### src/rtl/hdc_classify_ctrl_if.sv
// hdc_classify_ctrl_if: datapath bundle between the classify sequencer and the
// n-gram encoder / associative-memory compare.
//   master (sequencer): drives enc_clear, enc_char, enc_valid, enc_last, cmp_start;
//                       receives enc_ready, cmp_done, cmp_label.
//   slave  (datapath):  the mirror image.
// CHAR_LENGTH must match the sequencer's CHAR_LENGTH.
interface hdc_classify_ctrl_if #(
  parameter int unsigned CHAR_LENGTH = 8
);
  logic                   enc_clear;
  logic [CHAR_LENGTH-1:0] enc_char;
  logic                   enc_valid;
  logic                   enc_last;
  logic                   enc_ready;
  logic                   cmp_start;
  logic                   cmp_done;
  logic [1:0]             cmp_label;

  modport master (
    output enc_clear, enc_char, enc_valid, enc_last, cmp_start,
    input  enc_ready, cmp_done, cmp_label
  );

  modport slave (
    input  enc_clear, enc_char, enc_valid, enc_last, cmp_start,
    output enc_ready, cmp_done, cmp_label
  );
endinterface

### src/rtl/hdc_classify_ctrl.sv
// hdc_classify_ctrl: sequencer for the hyperdimensional spam/ham classifier.
// Latches one message and its length on start, clears the encoder, streams the
// characters (MSB-first, char 0 in the top byte) one per handshake, triggers the
// similarity compare and returns the class label with a one-cycle done pulse.
//
// Ports:
//   clk, reset     clock (rising edge) and asynchronous active-low reset
//   start          classify request, sampled only while idle
//   msg, length    message buffer and character count (clamped to MESSAGE_LENGTH)
//   busy           high whenever the sequencer is not idle
//   done           one-cycle pulse, result valid
//   result         00 ham, 01 spam, 11 inconclusive; held until next accepted start
//   timeout        compare watchdog fired; sticky until next accepted start
//   dp             encoder/compare bundle (hdc_classify_ctrl_if.master)
//
// Optional feature: define HDC_TIMEOUT_EN to bound the compare wait to TIMEOUT
// cycles. Without it the wait is unbounded and timeout is tied low.
// All outputs come straight from flops.
module hdc_classify_ctrl #(
  parameter int unsigned MESSAGE_LENGTH = 200,
  parameter int unsigned CHAR_LENGTH    = 8,
  parameter int unsigned TIMEOUT        = 1024
) (
  input  logic                                clk,
  input  logic                                reset,
  input  logic                                start,
  input  logic [CHAR_LENGTH*MESSAGE_LENGTH-1:0] msg,
  input  logic [7:0]                          length,
  output logic                                busy,
  output logic                                done,
  output logic [1:0]                          result,
  output logic                                timeout,
  hdc_classify_ctrl_if.master                 dp
);

  localparam int unsigned MsgWidth = CHAR_LENGTH * MESSAGE_LENGTH;
  localparam int unsigned IdxWidth = $clog2(MESSAGE_LENGTH + 1);
  localparam int unsigned SelWidth = $clog2(MsgWidth);

  if (TIMEOUT < 1 || MESSAGE_LENGTH < 1) begin : g_param_check
    $error("hdc_classify_ctrl: TIMEOUT and MESSAGE_LENGTH must be at least 1");
  end

  typedef enum logic [2:0] {
    StIdle, StClear, StEncode, StCmp, StWait, StDone
  } state_e;

  state_e                 state_q, state_d;
  logic [MsgWidth-1:0]    msg_q, msg_d;
  logic [IdxWidth-1:0]    len_q, len_d;
  logic [IdxWidth-1:0]    idx_q, idx_d;
  logic [IdxWidth-1:0]    len_clamped;
  logic [SelWidth-1:0]    char_base;
  logic [1:0]             result_d;
  logic                   handshake;

  // Registered-output next values.
  logic                   busy_d, done_d, enc_clear_d, enc_valid_d, enc_last_d, cmp_start_d;
  logic [CHAR_LENGTH-1:0] enc_char_d;

`ifdef HDC_TIMEOUT_EN
  localparam int unsigned WdWidth = $clog2(TIMEOUT + 1);
  logic [WdWidth-1:0]     wd_q, wd_d;
  logic                   timeout_q, timeout_d;
`endif

  assign len_clamped = (32'(length) > MESSAGE_LENGTH) ? IdxWidth'(MESSAGE_LENGTH)
                                                      : IdxWidth'(length);
  assign handshake   = dp.enc_valid & dp.enc_ready;

  always_comb begin
    state_d  = state_q;
    msg_d    = msg_q;
    len_d    = len_q;
    idx_d    = idx_q;
    result_d = result;
`ifdef HDC_TIMEOUT_EN
    wd_d      = wd_q;
    timeout_d = timeout_q;
`endif

    unique case (state_q)
      StIdle: begin
        if (start) begin
          msg_d    = msg;
          len_d    = len_clamped;
          idx_d    = '0;
          result_d = 2'b11;
`ifdef HDC_TIMEOUT_EN
          timeout_d = 1'b0;
`endif
          state_d  = StClear;
        end
      end
      StClear: begin
        idx_d   = '0;
        // Empty message: nothing to compare, report inconclusive.
        state_d = (len_q == '0) ? StDone : StEncode;
      end
      StEncode: begin
        if (handshake) begin
          idx_d = idx_q + 1'b1;
          if (dp.enc_last) state_d = StCmp;
        end
      end
      StCmp: begin
`ifdef HDC_TIMEOUT_EN
        wd_d = '0;
`endif
        state_d = StWait;
      end
      StWait: begin
        // cmp_done beats a simultaneous watchdog expiry.
        if (dp.cmp_done) begin
          result_d = dp.cmp_label;
          state_d  = StDone;
        end
`ifdef HDC_TIMEOUT_EN
        else if (wd_q == WdWidth'(TIMEOUT - 1)) begin
          result_d  = 2'b11;
          timeout_d = 1'b1;
          state_d   = StDone;
        end else begin
          wd_d = wd_q + 1'b1;
        end
`endif
      end
      StDone: begin
        state_d = StIdle;
      end
      default: begin
        state_d = StIdle;
      end
    endcase

    // Outputs are decoded from the next state so they can be registered
    // without adding a cycle of latency.
    busy_d      = (state_d != StIdle);
    done_d      = (state_d == StDone);
    enc_clear_d = (state_d == StClear);
    cmp_start_d = (state_d == StCmp);
    enc_valid_d = (state_d == StEncode);
    enc_last_d  = enc_valid_d && (idx_d == len_q - 1'b1);
    // Char i sits at msg[MsgWidth-1-CHAR_LENGTH*i -: CHAR_LENGTH].
    char_base   = SelWidth'((MESSAGE_LENGTH - 1 - 32'(idx_d)) * CHAR_LENGTH);
    enc_char_d  = enc_valid_d ? msg_q[char_base +: CHAR_LENGTH] : '0;
  end

  always_ff @(posedge clk or negedge reset) begin
    if (!reset) begin
      state_q      <= StIdle;
      msg_q        <= '0;
      len_q        <= '0;
      idx_q        <= '0;
      result       <= 2'b11;
      busy         <= 1'b0;
      done         <= 1'b0;
      dp.enc_clear <= 1'b0;
      dp.enc_valid <= 1'b0;
      dp.enc_last  <= 1'b0;
      dp.enc_char  <= '0;
      dp.cmp_start <= 1'b0;
`ifdef HDC_TIMEOUT_EN
      wd_q         <= '0;
      timeout_q    <= 1'b0;
`endif
    end else begin
      state_q      <= state_d;
      msg_q        <= msg_d;
      len_q        <= len_d;
      idx_q        <= idx_d;
      result       <= result_d;
      busy         <= busy_d;
      done         <= done_d;
      dp.enc_clear <= enc_clear_d;
      dp.enc_valid <= enc_valid_d;
      dp.enc_last  <= enc_last_d;
      dp.enc_char  <= enc_char_d;
      dp.cmp_start <= cmp_start_d;
`ifdef HDC_TIMEOUT_EN
      wd_q         <= wd_d;
      timeout_q    <= timeout_d;
`endif
    end
  end

`ifdef HDC_TIMEOUT_EN
  assign timeout = timeout_q;
`else
  assign timeout = 1'b0;
`endif

endmodule

### src/flat_wrapper.sv
// flat-port wrapper written by rule: the top's interface ports become plain ports
module hdc_classify_ctrl_flat 
#(
  parameter int unsigned MESSAGE_LENGTH = 200,
  parameter int unsigned CHAR_LENGTH    = 8,
  parameter int unsigned TIMEOUT        = 1024
)
  (clk, reset, start, msg, length, busy, done, result, timeout, dp_enc_clear, dp_enc_char, dp_enc_valid, dp_enc_last, dp_cmp_start, dp_enc_ready, dp_cmp_done, dp_cmp_label);
  hdc_classify_ctrl_if #(.CHAR_LENGTH(CHAR_LENGTH)) dp_i ();
  input  logic clk;
  input  logic reset;
  input  logic start;
  input  logic [CHAR_LENGTH*MESSAGE_LENGTH-1:0] msg;
  input  logic [7:0] length;
  output logic busy;
  output logic done;
  output logic [1:0] result;
  output logic timeout;
  output wire logic [$bits(dp_i.enc_clear)-1:0] dp_enc_clear;
  output wire logic [$bits(dp_i.enc_char)-1:0] dp_enc_char;
  output wire logic [$bits(dp_i.enc_valid)-1:0] dp_enc_valid;
  output wire logic [$bits(dp_i.enc_last)-1:0] dp_enc_last;
  output wire logic [$bits(dp_i.cmp_start)-1:0] dp_cmp_start;
  input wire logic [$bits(dp_i.enc_ready)-1:0] dp_enc_ready;
  input wire logic [$bits(dp_i.cmp_done)-1:0] dp_cmp_done;
  input wire logic [$bits(dp_i.cmp_label)-1:0] dp_cmp_label;
  assign dp_enc_clear = dp_i.enc_clear;
  assign dp_enc_char = dp_i.enc_char;
  assign dp_enc_valid = dp_i.enc_valid;
  assign dp_enc_last = dp_i.enc_last;
  assign dp_cmp_start = dp_i.cmp_start;
  assign dp_i.enc_ready = dp_enc_ready;
  assign dp_i.cmp_done = dp_cmp_done;
  assign dp_i.cmp_label = dp_cmp_label;
  hdc_classify_ctrl #(.MESSAGE_LENGTH(MESSAGE_LENGTH), .CHAR_LENGTH(CHAR_LENGTH), .TIMEOUT(TIMEOUT)) u_core (.clk(clk), .reset(reset), .start(start), .msg(msg), .length(length), .busy(busy), .done(done), .result(result), .timeout(timeout), .dp(dp_i));
endmodule
### config.mk
export PLATFORM = sky130hd
export DESIGN_NAME = hdc_classify_ctrl_flat
export DESIGN_NICKNAME = d
export VERILOG_FILES = /design/src/rtl/hdc_classify_ctrl_if.sv /design/src/rtl/hdc_classify_ctrl.sv /design/src/flat_wrapper.sv
export SDC_FILE = /design/constraint.sdc
export NUM_CORES = 2
export LEC_CHECK = 0
export CAP_MARGIN = 25
export CORE_AREA = 2 2 635 637
export CTS_BUF_LIST = sky130_fd_sc_hd__clkbuf_16
export DETAILED_ROUTE_END_ITERATION = 10
export DIE_AREA = 0 0 637 639
export SLEW_MARGIN = 20
export SYNTH_ARGS = -nofsm -noshare
export SYNTH_HDL_FRONTEND = slang
export SYNTH_SLANG_ARGS = --single-unit
export TNS_END_PERCENT = 30
### constraint.sdc
create_clock -name clk -period 3.51 [get_ports clk]
set_input_delay 0.351 -clock clk [delete_from_list [all_inputs] [get_ports clk]]
set_output_delay 0.351 -clock clk [all_outputs]
set_load 0.02 [all_outputs]
**Word level (Yosys, flattened, before mapping)**

Index checks and enable logic that the tools add are counted.

- Register bits: 1635
- Bits in latches: 0
- Bits in writable memories: 0
- Bits in read-only memories: 0
- Input bits: 1615
- Output and inout port bits: 17
- Word-level logic and storage cells: 50
- Memories kept: 0

- Add/subtract/negate cells: 3
- $mul: 0
- Divide/modulo/power cells: 0
- Order comparisons: 1
- Eq/ne operators: 11
- Shift-type cells: 1
- Muxes and demuxes: 14
- Bitwise logic cells: 1
- Reductions and logical operators: 7

Operator list:

| cell | count |
|---|---|
| 1600-bit by 12-bit indexed part select with 8-bit output | 1 |
| 8-bit two-way mux | 4 |
| 8-bit case mux with 3 select lines | 1 |
| 3-bit two-way mux | 5 |
| 3-bit case mux with 5 select lines | 1 |
| 3-bit by 2-bit equality test with 1-bit output (second input constant) | 4 |
| 8-bit by 1-bit adder with 8-bit output (second input constant) | 1 |
| 8-bit equality test | 1 |
| 8-bit > comparator (second input constant) | 1 |
| 8-bit logical NOT | 1 |
| 8-bit by 1-bit subtractor with 8-bit output (second input constant) | 1 |
| 8-bit subtractor (first input constant) | 1 |
| 3-bit by 1-bit equality test with 1-bit output (second input constant) | 2 |
| 3-bit equality test (second input constant) | 2 |
| 2-bit two-way mux | 2 |
| 2-bit != test (second input constant) | 2 |
| 2-bit case mux with 2 select lines | 1 |
| 3-bit logical NOT | 1 |
| 3-bit AND reduction | 1 |
| 3-bit nonzero test | 1 |
| 2-bit AND reduction | 1 |
| 2-bit nonzero test | 1 |
| 1-bit AND | 1 |
| 1-bit logical AND | 1 |

**Longest topological paths before layout**

- Depth in word-level cells: 6
- Gate-level depth with buffers: 15
- Gate-level depth less buffers: 12

**Least setup slack after synthesis**

Ideal clock, no wire load.

- Path kind: flip-flop to flip-flop
- Start point: reg u_core.idx_q[1]
- End point: reg u_core.dp.enc_char[7]
- Setup time: 82 ps
- Data arrival time: 2910 ps
- Required time: 3428 ps
- Slack: 518 ps
- Stages on the path, launching flop included: 13
- Buffers on the path: 2
- Clock period less this slack: 2992 ps
- Cell sequence: dfrtp_1 > ha_1 > and4_1 > buf_2 > nand3_1 > a21oi_1 > a211oi_2 > nand2b_1 > clkbuf_1 > o22ai_1 > or4_1 > o32a_1 > a31oi_1

- Longest elaborated chain between the ends: 6
- Elaborated cells on any way between the ends: 7
- Classes of those cells: add/sub: 2; shift: 1; mux: 4

RTL lines:

| element | RTL line | text |
|---|---|---|
| start, declared | hdc_classify_ctrl.sv:51 | `logic [IdxWidth-1:0] idx_q, idx_d;` |
| start signal, assigned | hdc_classify_ctrl.sv:171 | `idx_q <= idx_d;` |
| 8-bit by 1-bit adder with 8-bit output | hdc_classify_ctrl.sv:102 | `idx_d = idx_q + 1'b1;` |
| 8-bit two-way mux | hdc_classify_ctrl.sv:101 | `if (handshake) begin` |
| 8-bit case mux with 3 select lines (*) | hdc_classify_ctrl.sv:82 | `unique case (state_q)` |
| 8-bit subtractor (*) | hdc_classify_ctrl.sv:145 | `char_base = SelWidth'((MESSAGE_LENGTH - 1 - 32'(idx_d)) * CHAR_LENGTH);` |
| 1600-bit by 12-bit indexed part select with 8-bit output (*) | hdc_classify_ctrl.sv:146 | `enc_char_d = enc_valid_d ? msg_q[char_base +: CHAR_LENGTH] : '0;` |
| 8-bit two-way mux (*) | hdc_classify_ctrl.sv:146 |  |
| named net u_core.enc_char_d[7] | hdc_classify_ctrl.sv:59 | `logic [CHAR_LENGTH-1:0] enc_char_d;` |
| end signal, assigned | hdc_classify_ctrl.sv:178 | `dp.enc_char <= enc_char_d;` |
| end, declared | hdc_classify_ctrl_if.sv:20 | `output enc_clear, enc_char, enc_valid, enc_last, cmp_start,` |

The timed path passes the listed nets; every way through them passes the cells marked *.
A chain may end at the register's enable or synchronous reset.

**Final worst setup path**

- Start point: reg u_core.state_q[2]
- End point: reg u_core.dp.enc_char[6]

- Longest elaborated chain between the ends: 5
- Elaborated cells on any way between the ends: 15
- Classes of those cells: add/sub: 1; eq/ne: 5; shift: 1; mux: 7; reduce/logical: 1

RTL lines:

| element | RTL line | text |
|---|---|---|
| start, declared | hdc_classify_ctrl.sv:48 | `state_e state_q, state_d;` |
| start signal, assigned | hdc_classify_ctrl.sv:151 | `state_q <= StIdle;` |
| start signal, assigned | hdc_classify_ctrl.sv:168 | `state_q <= state_d;` |
| 3-bit by 2-bit equality test with 1-bit output, or another cell as far along | hdc_classify_ctrl.sv:82 |  |
| 8-bit case mux with 3 select lines / 3-bit two-way mux (equally long branches) | hdc_classify_ctrl.sv:82, hdc_classify_ctrl.sv:101 |  |
| 8-bit subtractor / 3-bit case mux with 5 select lines (equally long branches) | hdc_classify_ctrl.sv:145, hdc_classify_ctrl.sv:82 |  |
| 1600-bit by 12-bit indexed part select with 8-bit output / 3-bit by 2-bit equality test with 1-bit output (equally long branches) | hdc_classify_ctrl.sv:146, hdc_classify_ctrl.sv:142 |  |
| 8-bit two-way mux (*) | hdc_classify_ctrl.sv:146 |  |
| named net u_core.enc_char_d[6] | hdc_classify_ctrl.sv:59 |  |

Marked as above.

==> reports/qor.txt <==
Seq/Total Area, Yosys: 0.5343
Most common cell after layout, fill and taps aside: nand2_1
Iteration-0 DRC Markers: 7823
Peak VDD IR: 0.5309 mV
Post-Syn Instances: 9944
Routed WL per cell: 25.78 um
TritonCTS clock tree: built
Final Hold Fails: 0
Worst setup margin: -0.3974 ns
Rel. slew slack: 0.2600
Non-Filler Instances: 18908
Sw frac: 0.4225
Sequential power share: 0.348
Clock Power Share: 0.223
CTS Buf Count: 203
First-pass GRT wire length: 662.7 mm
# setup viols final: 8
Final worst path period need: 3.907 ns
FFs w/ async S/R, synth: 1.000
Share of cells above drive strength 1: 0.1109
Placed Instance Area: 0.1058 mm^2
Max Slew Vio Count: 0
Placed cells: 17095
Worst skew pair latency: 0.96 ns
Placer Congestion: 0.9415
Crit-path max FO: 12
Fin crit share: 1.113
Startpoint Class: register
FF+latch count, synth: 1635
Post-route setup TNS: -2.769 ns
Power Internal: 56.65 mW
Total gr overflow: 0
Post-synth top area share: 0.5336
Initial core utilization: 0.1910
Synthesis Warnings: 0
Post-route cell area: 0.1277 mm^2
Most frequent cells in the layout: nand2_1 (6115), dfrtp_1 (1633), clkdlybuf4s50_1 (1629), dlygate4sd3_1 (1281), buf_4 (756)
Clock Sinks: 1635
Leakage: 60.46 nW
Crit end category: register
Die width: 637 um
HP Class: in -> reg
Via count: 85181
Drt drc: 0
Setup CP Type: reg -> reg
Mean Syn Cell Area: 7.701 um^2
Number of max-cap violations: 0
Fillers: 41685
Via-to-Cell Ratio: 4.505
Clock slew at reported path FFs: 0.06 ns
Core area: 0.4009 mm^2
Fmax: 255.9 MHz
Clock root buffer master: clkbuf_16
Clock tree buffer depth: 4
Drt pass-1 iters: 6
Data required, critical path: 4.30 ns
Logic pwr share: 0.428
Initial antenna violation count: 242
Status: finished, violations left
GRT Total Usage: 0.2308
Psw: 41.44 mW
Die H: 639 um
Pwr Density: 768.4 mW/mm^2
Overall routed net length: 487.5 mm
RSZ-0062 raised after global routing: true
Worst Max-Slew Pin Slew: 1.110 ns
Synthesized cell area: 0.07658 mm^2
Yosys cell types: 81
Top FF cell, synth: dfrtp_1
Synthesized Nets: 11561
Total die area: 0.4070 mm^2
Synth area leader: dfrtp_1
# port buffers: 1630
H-tree depth: 4
Count of flip-flops with a built-in enable after synthesis: 0
Antenna viol nets, final: 0
Failing checks: negative setup slack
Largest net degree at the start of global routing: 194
Synthesis-to-finish area growth: 66.69%
Ports: 1632
Synth area leaders: dfrtp_1 (53%), nand2_1 (30%), clkbuf_1 (2.1%)
Final Util: 0.3184
Core Rows: 233
DP HPWL: 379.4 mm
Vias in the first global route: 85401
CP arrival: 4.70 ns
Clock Skew: 0.1093 ns
Fin nets: 14947
==> flip-flops by register name, summed over array words and instances (netlist names) <==
signal and count:
u_core.busy 1, u_core.done 1, u_core.dp.cmp_start 1, u_core.dp.enc_char 8, u_core.dp.enc_clear 1, u_core.dp.enc_last 1
u_core.dp.enc_valid 1, u_core.idx_q 8, u_core.len_q 8, u_core.msg_q 1600, u_core.result 2, u_core.state_q 3
==> path summary, 6_finish.rpt <==
kind                                                 from                              end  slack [ns]  cells after the start
max                           u_core.state_q[2]$_DFF_PN0_  u_core.dp.enc_char[6]$_DFF_PN0_       -0.40                     16
max in group asynchronous                           reset    u_core.msg_q[821]$_DFFE_PN0P_        2.07                      3
min                                              msg[608]    u_core.msg_q[608]$_DFFE_PN0P_        0.05                      3
min reg2reg                u_core.msg_q[1264]$_DFFE_PN0P_   u_core.msg_q[1264]$_DFFE_PN0P_        0.47                      2
min in group asynchronous                           reset     u_core.msg_q[45]$_DFFE_PN0P_        0.13                      2
max reg2reg                   u_core.state_q[2]$_DFF_PN0_  u_core.dp.enc_char[6]$_DFF_PN0_       -0.40                     16
==> per-layer routing <==
metal	routed length [um]	global-route usage
met5	692	0
met4	29330	0.1312
met2	225300	0.3703
met3	33110	0.04557
met1	199100	0.2892
==> logic make-up (layout without fill, tap and decap cells) <==
group                    Yosys count  in the layout  synth area share
AO/OA/AOI/OAI                    850            850           0.07567
buffers and inverters            700           4251           0.03961
AND/OR/NAND/NOR                 6709           6709            0.3441
XOR/XNOR                          15             15          0.001716
adder cells (fa/ha/maj)            2              2         0.0003267
other                              1            127        0.00004897
multiplexers                      32             32          0.004183
flip-flops                      1635           1635            0.5343
==> synth_stat cells, drive strengths merged, types with 30 or more instances <==
master and instances:
clkbuf 419, and3 242, buf 268, nor2 44, a31oi 174, a311oi 106
mux2i 32, o22ai 30, a211oi 145, o21ai 71, dfrtp 1633, a21oi 191
nand2 6126, nand3 196
==> what timing repair did <==
item / 4_1_cts / 5_1_grt
setup buffers: 37 / 0
endpoints found under the hold margin: 1527 / 0
endpoints found under the setup margin: 8 / 8
gates cloned: 5 / 1
gates resized for setup: 201 / 73
hold buffers: 1281 / 0
pin swaps: 48 / 26
==> cell type report <==
cell class | count | area (um^2) | area share
diodes | 126 | 315.3 | 0.002470
clock buffers | 203 | 5080 | 0.03980
clock inverters | 167 | 1702 | 0.01333
inverters | 13 | 92.59 | 0.0007253
multi-input cells | 7609 | 34190 | 0.2679
flip-flops and latches | 1635 | 40920 | 0.3205
well taps | 5287 | 6615 | 0.05182
repair buffers | 3868 | 38740 | 0.3035
==> metrics by stage <==
step	setup WS (ns)	hold WS, ns	power (mW)
floorplan	0.5179	0.05541	52.20
global placement	-2.333	0.3854	73.44
detailed placement	-2.263	0.3821	73.77
CTS	-0.4557	0.000005718	98.43
global route	-0.5210	0.008012	104.1
finish	-0.3974	0.04684	98.09
==> worst max-delay path: stages, from the launching register on <==
cell and delay, ns:
dfrtp_1 0.42, or3b_4 0.44, o221ai_4 0.20, and2_4 0.23, buf_12 0.13, inv_16 0.05, buf_16 0.16, buf_6 0.16
buf_4 0.16, a211oi_2 0.22, a311oi_1 0.07, o21ai_1 0.27, nand4_1 0.39, nor4_4 0.33, o21ai_1 0.12, buf_4 0.19
and4_1 0.18
==> power groups by stage <==
stage / logic (mW) / registers [mW] / clock network, mW
2_1_floorplan: 20.7 / 31.5 / 0
3_3_place_gp: 39.3 / 34.1 / 0
6_report: 42.0 / 34.2 / 21.9
3_5_place_dp: 39.7 / 34.1 / 0
4_1_cts: 42.1 / 33.9 / 22.4
5_1_grt: 46.2 / 34.9 / 23.0
No activity file was read; power rests on OpenSTA's default activity.
